File: src/rtl/serial_frame_tx_pkg.sv
// serial_frame_tx_pkg: shared types and constants for the serial frame transmitter.
//   state_e  - transmitter FSM state encoding
//   SEG_LUT  - hex digit to 7-segment pattern {a,b,c,d,e,f,g}, active-high
//   hex2seg  - LUT lookup helper
package serial_frame_tx_pkg;

  typedef enum logic [1:0] {
    IDLE  = 2'd0,
    START = 2'd1,
    DATA  = 2'd2,
    STOP  = 2'd3
  } state_e;

  // Index 0 sits in the least significant slot, so entry F is listed first.
  localparam logic [15:0][6:0] SEG_LUT = {
    7'b1000111,  // F
    7'b1001111,  // E
    7'b0111101,  // d
    7'b1001110,  // C
    7'b0011111,  // b
    7'b1110111,  // A
    7'b1111011,  // 9
    7'b1111111,  // 8
    7'b1110000,  // 7
    7'b1011111,  // 6
    7'b1011011,  // 5
    7'b0110011,  // 4
    7'b1111001,  // 3
    7'b1101101,  // 2
    7'b0110000,  // 1
    7'b1111110   // 0
  };

  function automatic logic [6:0] hex2seg(input logic [3:0] h);
    return SEG_LUT[h];
  endfunction

endpackage

File: src/rtl/serial_frame_tx_if.sv
// serial_frame_tx_if: request/serial-line bundle of the frame transmitter.
//   start, x, din : request side (driven by master)
//   sout, busy, done, seg : transmitter status and serial line (driven by slave)
interface serial_frame_tx_if #(
  parameter int WIDTH = 4
);
  logic             start;
  logic             x;
  logic [WIDTH-1:0] din;
  logic             sout;
  logic             busy;
  logic             done;
  logic [6:0]       seg;

  modport master (output start, x, din, input sout, busy, done, seg);
  modport slave  (input start, x, din, output sout, busy, done, seg);
endinterface

File: src/rtl/serial_frame_tx_hex_to_seg7.sv
// hex_to_seg7: combinational hex digit to 7-segment decoder.
//   hex_i : 4-bit digit
//   seg_o : segments {a,b,c,d,e,f,g}, active-high
module hex_to_seg7
  import serial_frame_tx_pkg::*;
(
  input  logic [3:0] hex_i,
  output logic [6:0] seg_o
);
  assign seg_o = hex2seg(hex_i);
endmodule

File: src/rtl/serial_frame_tx.sv
// serial_frame_tx: framed serial transmitter (start bit, WIDTH data bits, stop bit).
//   clk   : system clock, rising edge
//   reset : synchronous active-low reset
//   bus   : slave side of serial_frame_tx_if
//           start/x/din in, sout/busy/done/seg out
// Each serial bit is held for BIT_CYCLES clocks. Bit order is latched from x
// at acceptance (1 = MSB-first). seg shows the digit captured at acceptance.
module serial_frame_tx
  import serial_frame_tx_pkg::*;
#(
  parameter int WIDTH      = 4,
  parameter int BIT_CYCLES = 1
) (
  input logic              clk,
  input logic              reset,
  serial_frame_tx_if.slave bus
);
  localparam int BCW = (BIT_CYCLES > 1) ? $clog2(BIT_CYCLES) : 1;
  localparam int BNW = $clog2(WIDTH + 1);
  localparam logic [BCW-1:0] BC_LAST  = BCW'(BIT_CYCLES - 1);
  localparam logic [BNW-1:0] BIT_LAST = BNW'(WIDTH - 1);

  state_e           state_q, state_d;
  logic [WIDTH-1:0] shift_q, shift_d;
  logic             order_q, order_d;
  logic [3:0]       disp_q, disp_d;
  logic [BCW-1:0]   bcnt_q, bcnt_d;
  logic [BNW-1:0]   bitn_q, bitn_d;
  logic             sout_q, sout_d;
  logic             busy_q, busy_d;
  logic             done_q, done_d;

  always_ff @(posedge clk) begin
    if (!reset) begin
      state_q <= IDLE;
      shift_q <= '0;
      order_q <= 1'b0;
      disp_q  <= '0;
      bcnt_q  <= '0;
      bitn_q  <= '0;
      sout_q  <= 1'b1;
      busy_q  <= 1'b0;
      done_q  <= 1'b0;
    end else begin
      state_q <= state_d;
      shift_q <= shift_d;
      order_q <= order_d;
      disp_q  <= disp_d;
      bcnt_q  <= bcnt_d;
      bitn_q  <= bitn_d;
      sout_q  <= sout_d;
      busy_q  <= busy_d;
      done_q  <= done_d;
    end
  end

  always_comb begin
    state_d = state_q;
    shift_d = shift_q;
    order_d = order_q;
    disp_d  = disp_q;
    bcnt_d  = bcnt_q;
    bitn_d  = bitn_q;
    unique case (state_q)
      IDLE: begin
        if (bus.start) begin
          shift_d = bus.din;
          order_d = bus.x;
          disp_d  = 4'(bus.din);
          bcnt_d  = '0;
          bitn_d  = '0;
          state_d = START;
        end
      end
      START: begin
        if (bcnt_q == BC_LAST) begin
          bcnt_d  = '0;
          state_d = DATA;
        end else begin
          bcnt_d = bcnt_q + BCW'(1);
        end
      end
      DATA: begin
        if (bcnt_q == BC_LAST) begin
          bcnt_d  = '0;
          // Move the next bit toward the output end; vacated bits fill with 0.
          shift_d = order_q ? (shift_q << 1) : (shift_q >> 1);
          bitn_d  = bitn_q + BNW'(1);
          if (bitn_q == BIT_LAST) state_d = STOP;
        end else begin
          bcnt_d = bcnt_q + BCW'(1);
        end
      end
      STOP: begin
        if (bcnt_q == BC_LAST) begin
          bcnt_d  = '0;
          state_d = IDLE;
        end else begin
          bcnt_d = bcnt_q + BCW'(1);
        end
      end
      default: state_d = IDLE;
    endcase
  end

  // Outputs are registered from next-state values so they line up with the
  // state they describe, with no input-to-output combinational path.
  always_comb begin
    sout_d = 1'b1;
    unique case (state_d)
      START:   sout_d = 1'b0;
      DATA:    sout_d = order_d ? shift_d[WIDTH-1] : shift_d[0];
      default: sout_d = 1'b1;
    endcase
    busy_d = (state_d != IDLE);
    done_d = (state_q == STOP) && (state_d == IDLE);
  end

  hex_to_seg7 u_seg (
    .hex_i (disp_q),
    .seg_o (bus.seg)
  );

  assign bus.sout = sout_q;
  assign bus.busy = busy_q;
  assign bus.done = done_q;

endmodule

File: src/flat_wrapper.sv
// flat-port wrapper written by rule: the top's interface ports become plain ports
module serial_frame_tx_flat import serial_frame_tx_pkg::*;
#(
  parameter int WIDTH      = 4,
  parameter int BIT_CYCLES = 1
)
  (clk, reset, bus_start, bus_x, bus_din, bus_sout, bus_busy, bus_done, bus_seg);
  serial_frame_tx_if #(.WIDTH(WIDTH)) bus_i ();
  input logic clk;
  input logic reset;
  input wire logic [$bits(bus_i.start)-1:0] bus_start;
  input wire logic [$bits(bus_i.x)-1:0] bus_x;
  input wire logic [$bits(bus_i.din)-1:0] bus_din;
  output wire logic [$bits(bus_i.sout)-1:0] bus_sout;
  output wire logic [$bits(bus_i.busy)-1:0] bus_busy;
  output wire logic [$bits(bus_i.done)-1:0] bus_done;
  output wire logic [$bits(bus_i.seg)-1:0] bus_seg;
  assign bus_i.start = bus_start;
  assign bus_i.x = bus_x;
  assign bus_i.din = bus_din;
  assign bus_sout = bus_i.sout;
  assign bus_busy = bus_i.busy;
  assign bus_done = bus_i.done;
  assign bus_seg = bus_i.seg;
  serial_frame_tx #(.WIDTH(WIDTH), .BIT_CYCLES(BIT_CYCLES)) u_core (.clk(clk), .reset(reset), .bus(bus_i));
endmodule
File: config.mk
export PLATFORM = sky130hd
export DESIGN_NAME = serial_frame_tx_flat
export DESIGN_NICKNAME = d
export VERILOG_FILES = /design/src/rtl/serial_frame_tx_pkg.sv /design/src/rtl/serial_frame_tx_if.sv /design/src/rtl/serial_frame_tx_hex_to_seg7.sv /design/src/rtl/serial_frame_tx.sv /design/src/flat_wrapper.sv
export SDC_FILE = /design/constraint.sdc
export NUM_CORES = 1
export LEC_CHECK = 0
export BUFFER_PORTS_ARGS = -buffer_cell sky130_fd_sc_hd__buf_4
export CORE_MARGIN = 4
export CORE_UTILIZATION = 50
export CTS_CLUSTER_DIAMETER = 120
export DETAILED_ROUTE_END_ITERATION = 8
export GPL_TIMING_DRIVEN = 1
export PLACE_DENSITY = 0.8
export SYNTH_ARGS = -nofsm -noshare
export SYNTH_HDL_FRONTEND = slang
export SYNTH_SLANG_ARGS = --single-unit
File: constraint.sdc
create_clock -name clk -period 4.56 [get_ports clk]
set_input_delay 0.228 -clock clk [delete_from_list [all_inputs] [get_ports clk]]
set_output_delay 0.228 -clock clk [all_outputs]
set_load 0.01 [all_outputs]
==> reports/qor.csv, run 1 <==
metric,value,unit
cp.arrival,2750,ps
relSlewSlack,0.5513,
clkSinkCount,24,
syn2layout_area_growth,11.04,%
final_nets,183,
ys_seq_elements,24,
path_class,flop to flop,
synth_edf_count,0,
fin_util,0.5934,
cts_root_buf,clkbuf_4,
clockBufferDepth,2,
ys_seq_area_frac,0.3533,
dieArea,3619,um2
fillers,213,
regToRegEndpoint,bus_seg[3],
fin_area,1510,um2
finalCriticalPeriod,2521,ps
synth_top_area_frac,0.3533,
crit_path_end_kind,flop,
htree_levels,1,
leakage,0.6487,nW
clock.fmax,0.3967,GHz
synth_area_leaders,"dfxtp_1, ha_1, mux2_2",
drive_above_1_share,0.2215,
grt.overflow.total,0,
diodes,0,
grt_pass1_vias,1018,
startpoint_type,flop,
placement_rows,18,
postPlaceCellArea,1488,um2
rrSetupSlack,2040,ps
place_hpwl,1983,um
tightestPinTransition,664.6,ps
gp_routability_congestion,0.8181,
synth_flop_cell,dfxtp_1,
yosysTopAreaCell,dfxtp_1,
portBuffers,17,
initial_core_util,0.5344,
status,"finished, final reports clean",
synthTopCellsByCount,"dfxtp_1, ha_1, nand2_1",
clk_latency,320,ps
cts_resized,0,
crit_required,4780,ps
vdd_ir_drop_max,0.4488,mV
critPathSlowestCell,ha_1,
vias,1072,
yosys_warnings,0,
postCtsSetupBuffers,0,
grt_antenna_before_repair,0,
setup_viol,0,
core_area,2545,um2
synthCells,144,
final-seq-area,480.5,um2
setup_tns,0,ps
finalHoldViolations,0,
drt_iter0_markers,35,
grt_pass1_wl,4519,um
synth.avg_cell_area,9.445,um2
rr_worst_depth,9,
drt-wirelength-per-cell,13.84,um
drv_slew,0,
ant_nets,0,
critical-path-top-delay-family,adder cells,
drc,0,
synthArstFlopShare,0,
die_w,60.16,um
cp_max_fo,13,
cts_buffers,3,
skew,8.958,ps
hold_end,u_core.disp_q[1],
critPathMaxStageDelay,410,ps
yosysMostFrequentCell,dfxtp_1,
p_per_area,556.7,nW/um2
crit_buf_inv,2,
grt_usage,0.1648,
cts_tree,yes,
path_clk_slew,130,ps
hold_buffers,0,
syn_area,1360,um2
dr.pass1.iters,4,
cp_cell_sequence,inv_1 > ha_1 > and2_4 > nand2_1 > a21oi_1 > inv_1 > ha_1 > mux2i_1 > mux2_2,
fp.dieH,60.16,um
drt_wl_total,2602,um
total_power,0.0008408,W
vias_per_cell,5.702,
period_share,0.5528,
hold_start,bus_din[1],
ios,18,
rsz0062_at_grt,no,
synth_fp_nets,167,
min_delay_path_depth,3,
grt_max_degree,16,
r2r-start,u_core.state_q[0],
synthDistinctLibCells,41,
hold_path_class,primary input to flop,
multi_input_area,804.5,um2
maxCapViolCount,0,
whs,186.3,ps
## state kept, by name (all words and copies together) (netlist names)
name             count
bus_seg              7
u_core.order_q       1
u_core.bus.busy      1
u_core.bitn_q        3
u_core.state_q       2
u_core.disp_q        4
u_core.bus.done      1
u_core.bus.sout      1
u_core.shift_q       4
## power breakdown
group          switching (W)  total [W]  internal [W]
registers          0.0000317   0.000303      0.000272
logic               0.000243   0.000444      0.000201
clock network      0.0000625  0.0000934     0.0000309
total               0.000337   0.000841      0.000504
## stage by stage
step                      worst slack, ps  cells
after floorplan                      2447    144
after global placement               2189    185
after detailed placement             2061    185
after CTS                            2040    188
after global routing                 1779    188
final                                2039    188
## per-layer routing
metal  up-vias  global-route usage  part of all wire
met5         -                   0                 0
met4         0             0.06013             0.015
met3         5             0.02808             0.060
met2        38              0.2670              0.47
met1       490              0.2177              0.46
li1        539                   -                 -
## cells by family (layout without fill, tap and decap cells)
family,after synthesis,after routing,synth area share
flops,24,24,0.3533
buf+inv,16,30,0.05520
xor+xnor,2,2,0.01288
mux,14,14,0.1251
fa+ha+maj,15,15,0.1380
simple gates,44,44,0.1573
compound gates,29,29,0.1582
## final cells by class
| class | instances | area share |
|---|---|---|
| sequential | 24 | 0.3181 |
| clock buffer | 3 | 0.01491 |
| timing repair buffer | 17 | 0.08451 |
| inverter | 10 | 0.02485 |
| tap | 30 | 0.02485 |
| multi-input combinational | 104 | 0.5327 |
## worst reg2reg max path: stages (launching register included)
cell     delay (ps)
dfxtp_1         350
inv_1           100
ha_1            410
and2_4          330
nand2_1         100
a21oi_1         330
inv_1           160
ha_1            330
mux2i_1          70
mux2_2          260
## worst max path at each step
stage	end	start	depth (start not counted)
2_1_floorplan	bus_seg[3]	u_core.state_q[0]	10
3_3_place_gp	bus_seg[3]	u_core.state_q[0]	9
3_5_place_dp	bus_seg[3]	u_core.state_q[0]	9
4_1_cts	bus_seg[3]	u_core.state_q[0]	9
5_1_grt	bus_seg[5]	u_core.state_q[0]	9
6_report	bus_seg[3]	u_core.state_q[0]	9
## layout by cell type, fill, tap and decap left out, types with 2 or more instances in the layout
master,Yosys,layout
nand2_1,15,15
buf_4,0,17
or3_1,2,2
nor4_1,4,4
nand4_1,2,2
mux2i_1,5,5
a32oi_1,2,2
mux2_2,6,6
nor2_1,11,11
a31oi_1,5,5
mux2_4,2,2
inv_1,10,10
o21a_1,2,2
o21ai_0,4,4
clkbuf_4,0,3
ha_1,15,15
xnor2_1,2,2
a21oi_1,5,5
dfxtp_1,24,24
(Power assumes the default switching activity.)
==> run 2: changes to the inputs <==
==> constraint.sdc (replaced) <==
create_clock -name clk -period 2.5 [get_ports clk]
set_input_delay 0.125 -clock clk [delete_from_list [all_inputs] [get_ports clk]]
set_output_delay 0.125 -clock clk [all_outputs]
set_load 0.01 [all_outputs]
==> run 2 against run 1 <==
  * Critical path depth did not move
  * Utilization rose by 0.98 points
  * Sequential share of layout area is 0.52 points lower
  * Sequential power is 83% higher
  * Clock skew down 3.4 ps
  * Highest routed layer unchanged
==> reports/qor.csv, run 2 (synthesis gave the netlist of run 1 again) <==
metric,value,unit
status,"finished, final reports clean",
startpoint,u_core.state_q[0],
fillers,216,
p_per_area,1052,nW/um2
cts_buffers,3,
fin_util,0.6032,
cp_max_fo,12,
finalHoldViolations,0,
dr.pass1.iters,4,
crit_path_end_kind,flop,
maxCapViolCount,0,
r2r-start,u_core.state_q[0],
core_area,2545,um2
comb_power_share,0.531,
clk_latency,320,ps
vias,1084,
vias_per_cell,5.705,
leakage,0.6605,nW
diodes,0,
tightestPinTransition,735.7,ps
drive_above_1_share,0.2375,
p_switching,0.0006467,W
crit_required,2700,ps
swShare,0.4006,
pwr-share-clk,0.126,
clockBufferDepth,2,
skew,5.586,ps
worstSetupEndpoint,bus_seg[2],
drt_iter0_markers,24,
startpoint_type,flop,
drt-wirelength-per-cell,14.97,um
grt_max_degree,16,
grt_pass1_vias,1134,
postCtsSetupBuffers,0,
die_w,60.16,um
regToRegEndpoint,bus_seg[2],
cts_root_buf,clkbuf_4,
final_common_cell,dfxtp_1,
hold_path_class,primary input to flop,
clock.fmax,0.4297,GHz
ant_nets,0,
cp.arrival,2530,ps
setup_viol,0,
final_nets,184,
drc,0,
grt_usage,0.1838,
syn2layout_area_growth,12.88,%
placement_rows,18,
path_clk_slew,130,ps
dieArea,3619,um2
place_hpwl,2216,um
clkSinkCount,24,
finalCriticalPeriod,2327,ps
rsz0062_at_grt,no,
path_class,flop to flop,
ios,18,
p_seq_frac,0.343,
rrSetupSlack,170,ps
p_int,0.0009676,W
drt_wl_total,2844,um
fp.dieH,60.16,um
setup_tns,0,ps
relSlewSlack,0.5033,
vdd_ir_drop_max,0.7138,mV
htree_levels,1,
grt_antenna_before_repair,0,
drv_slew,0,
final_cell_mix,"dfxtp_1, buf_4, nand2_1, ha_1, nor2_1",
hold_start,reset,
grt_pass1_wl,5023,um
rr_worst_depth,9,
grt.overflow.total,0,
period_share,0.9308,
initial_core_util,0.5344,
portBuffers,17,
gp_routability_congestion,0.8188,
cts_tree,yes,
largest_reg_flops,7,
-- run 2: final cells by class --
type | instances | area, um2 | area share
multi-input combinational | 104 | 808.3 | 0.5265
sequential | 24 | 480.5 | 0.3130
timing repair buffer | 18 | 135.1 | 0.08802
inverter | 10 | 37.54 | 0.02445
tap | 30 | 37.54 | 0.02445
clock buffer | 4 | 36.28 | 0.02363
-- run 2: stage by stage --
step                area (um2)  hold slack (ps)  total power (W)  instances  worst slack (ps)
floorplan                 1360            283.8         0.001170        144             386.7
global placement          1495            416.7         0.001367        186             339.8
detailed placement        1495            417.0         0.001405        186             144.6
CTS                       1531            69.52         0.001613        190             120.0
global route              1535            88.43         0.001763        190             94.65
finish                    1535            81.55         0.001614        190             172.9
-- run 2: worst min path at each step --
stage | slack [ps] | to | cells after the start
finish | 80 | bus_seg[5] | 2
global route | 90 | bus_seg[5] | 2
CTS | 70 | bus_seg[5] | 2
detailed placement | 420 | bus_seg[5] | 2
global placement | 420 | bus_seg[5] | 2
floorplan | 280 | u_core.disp_q[1] | 2
-- run 2: repair_timing --
action / CTS / global route
gates resized for setup: 0 / 1
hold buffers: 0 / 0
setup endpoints to repair: 0 / 2
-- run 2: power by group through the flow --
| stage | clock network, W | registers [W] | logic [W] |
|---|---|---|---|
| 5_1_grt | 0.000229 | 0.000567 | 0.000966 |
| 2_1_floorplan | 0 | 0.000578 | 0.000592 |
| 4_1_cts | 0.000211 | 0.000554 | 0.000848 |
| 6_report | 0.000203 | 0.000554 | 0.000857 |
| 3_5_place_dp | 0 | 0.000562 | 0.000842 |
| 3_3_place_gp | 0 | 0.000557 | 0.000810 |
-- run 2: critical path: stages (launching register included) --
cell	delay (ps)
dfxtp_1	390
inv_1	90
ha_1	220
buf_4	180
a21boi_0	250
o21a_1	250
inv_1	140
ha_1	230
nor4_1	350
a311oi_1	100
-- run 2: routing by layer --
metal / share of wire / vias up / track usage
met5: 0 / - / 0
met4: 0.023 / 0 / 0.05696
met3: 0.049 / 8 / 0.03888
met2: 0.49 / 31 / 0.3272
met1: 0.44 / 502 / 0.2174
li1: - / 543 / -
==> run 3: changes to the inputs <==
--- a/config.mk
+++ b/config.mk
@@ -11,7 +11,8 @@
 export CTS_CLUSTER_DIAMETER = 120
 export DETAILED_ROUTE_END_ITERATION = 8
 export GPL_TIMING_DRIVEN = 1
-export PLACE_DENSITY = 0.8
+export PLACE_DENSITY = 0.81
 export SYNTH_ARGS = -nofsm -noshare
 export SYNTH_HDL_FRONTEND = slang
+export SYNTH_HIERARCHICAL = 1
 export SYNTH_SLANG_ARGS = --single-unit
==> run 3 against run 2 <==
  * Clock skew down 2.0 ps
  * Setup slack better by 400 ps
  * Area after synthesis down 15%
==> reports/qor.csv, run 3 <==
metric,value,unit
status,"finished, final reports clean",
startpoint_type,flop,
period_share,0.7703,
vias,882,
synthTopCellsByCount,"dfxtp_1, ha_1, nand2_1",
clockBufferDepth,2,
yosysMostFrequentCell,dfxtp_1,
cp_max_fo,6,
finalCriticalPeriod,1926,ps
cts_buffers,3,
synth_flop_cell,dfxtp_1,
fin_util,0.5848,
core_area,2212,um2
p_per_area,487.8,nW/um2
synth_top_area_frac,0.2957,
grt.overflow.total,0,
vdd_ir_drop_max,0.3513,mV
top_regs,"u_core/disp_q (4), u_core/shift_q (4), u_core/bitn_q (3)",
grt.busiest_layer,met2,
clock.fmax,0.5193,GHz
cts_root_buf,clkbuf_4,
die_w,55.98,um
hold_path_class,primary input to flop,
maxCapViolCount,0,
grt_max_degree,18,
drive_above_1_share,0.2574,
yosysTopAreaCell,dfxtp_1,
setup_viol,0,
ant_nets,0,
grt_antenna_before_repair,0,
ys_seq_area_frac,0.2957,
grt_pass1_wl,3594,um
syn2layout_area_growth,12.39,%
drt-wirelength-per-cell,12.96,um
synth_area_leaders,"dfxtp_1, ha_1, mux2_2",
cp.arrival,1800,ps
drt_wl_total,2125,um
postCtsSetupBuffers,0,
ios,18,
setup_tns,0,ps
initial_core_util,0.5204,
placement_rows,17,
fp.dieH,55.98,um
ys_seq_elements,17,
relSlewSlack,0.6594,
gr-usage-met3,0.03480,
r2r-start,u_core/state_q[0],
finalHoldViolations,0,
grt_use_met1,0.1643,
clk_latency,290,ps
path_clk_slew,100,ps
skew,3.537,ps
synth.avg_cell_area,9.513,um2
gp_routability_congestion,0.8531,
dieArea,3134,um2
startpoint,u_core/disp_q[0],
crit_path_end_kind,output port,
dr.pass1.iters,5,
synthArstFlopShare,0,
cts_tree,yes,
tightestPinTransition,510.2,ps
rr_worst_depth,7,
syn_area,1151,um2
whs,114.0,ps
synth_edf_count,0,
synthDistinctLibCells,37,
rsz0062_at_grt,no,
portBuffers,17,
grtUsageMet2,0.2454,
leakage,0.5563,nW
hold_start,bus_din[3],
clkSinkCount,17,
diodes,0,
min_delay_path_depth,3,
synth_fp_nets,144,
drt_iter0_markers,40,
yosys_warnings,6,
grt_pass1_vias,866,
synthCells,121,
place_hpwl,1634,um
drv_slew,0,
crit_required,2380,ps
drc,0,
path_class,flop to output port,
vias_per_cell,5.378,
final_cell_mix,"buf_4, dfxtp_1, ha_1, nand2_1, inv_1",
final_nets,160,
grt_usage,0.1423,
hold_buffers,0,
htree_levels,1,
cts_resized,0,
-- run 3: changes by cell type in the layout (fill, tap and decap cells not counted), moves of 3 or more --
cell,before,now
nor2b_1,0,8
a21boi_0,1,6
a31oi_1,5,2
nand2_1,15,12
dfxtp_1,24,17
nor4_1,4,0
nor2_1,11,1
a21oi_1,4,1
-- run 3: final timing paths --
path	to	slack (ps)
worst max-delay path	bus_seg[3]	570
worst min-delay path	u_core/disp_q[3]	110
worst max register to register	u_core/bus.sout	700
worst min register to register	u_core/bitn_q[0]	500
-- run 3: kinds of logic after synthesis --
family	synth area share
compound gates	0.1804
fa+ha+maj	0.1630
buf+inv	0.07717
flops	0.2957
mux	0.1293
simple gates	0.1543
-- run 3: routing by layer --
metal  wire (um)  up-vias
met5           0        -
met4          10        0
met3         110        2
met2        1053       28
met1         951      402
li1            -      450
-- run 3: final cells by class --
cell class / count / area (um2)
clock buffer: 3 / 22.52
clock inverter: 1 / 5.005
fill: 204 / 918.4
inverter: 11 / 41.29
multi-input combinational: 87 / 721.9
sequential: 17 / 340.3
tap: 28 / 35.03
timing repair buffer: 17 / 127.6
-- run 3: metrics by stage --
step                std cells  setup slack (ps)  total power (W)  area (um2)
floorplan                 121             897.1        0.0004367        1151
global placement          160             832.6        0.0004814        1266
detailed placement        160             720.6        0.0004877        1266
CTS                       164             564.1        0.0006347        1294
global route              164             457.1        0.0006661        1294
finish                    164             574.3        0.0006310        1294
-- run 3: worst max-delay path: stages (launching register included) --
cell and delay [ps]:
dfxtp_1 440, inv_1 130, ha_1 330, mux4_2 450
buf_4 150
-- run 3: power breakdown --
| group | internal [W] | total (W) | switching, W |
|---|---|---|---|
| clock network | 0.0000595 | 0.000148 | 0.0000886 |
| logic | 0.0000901 | 0.000172 | 0.0000823 |
| registers | 0.000290 | 0.000311 | 0.0000210 |
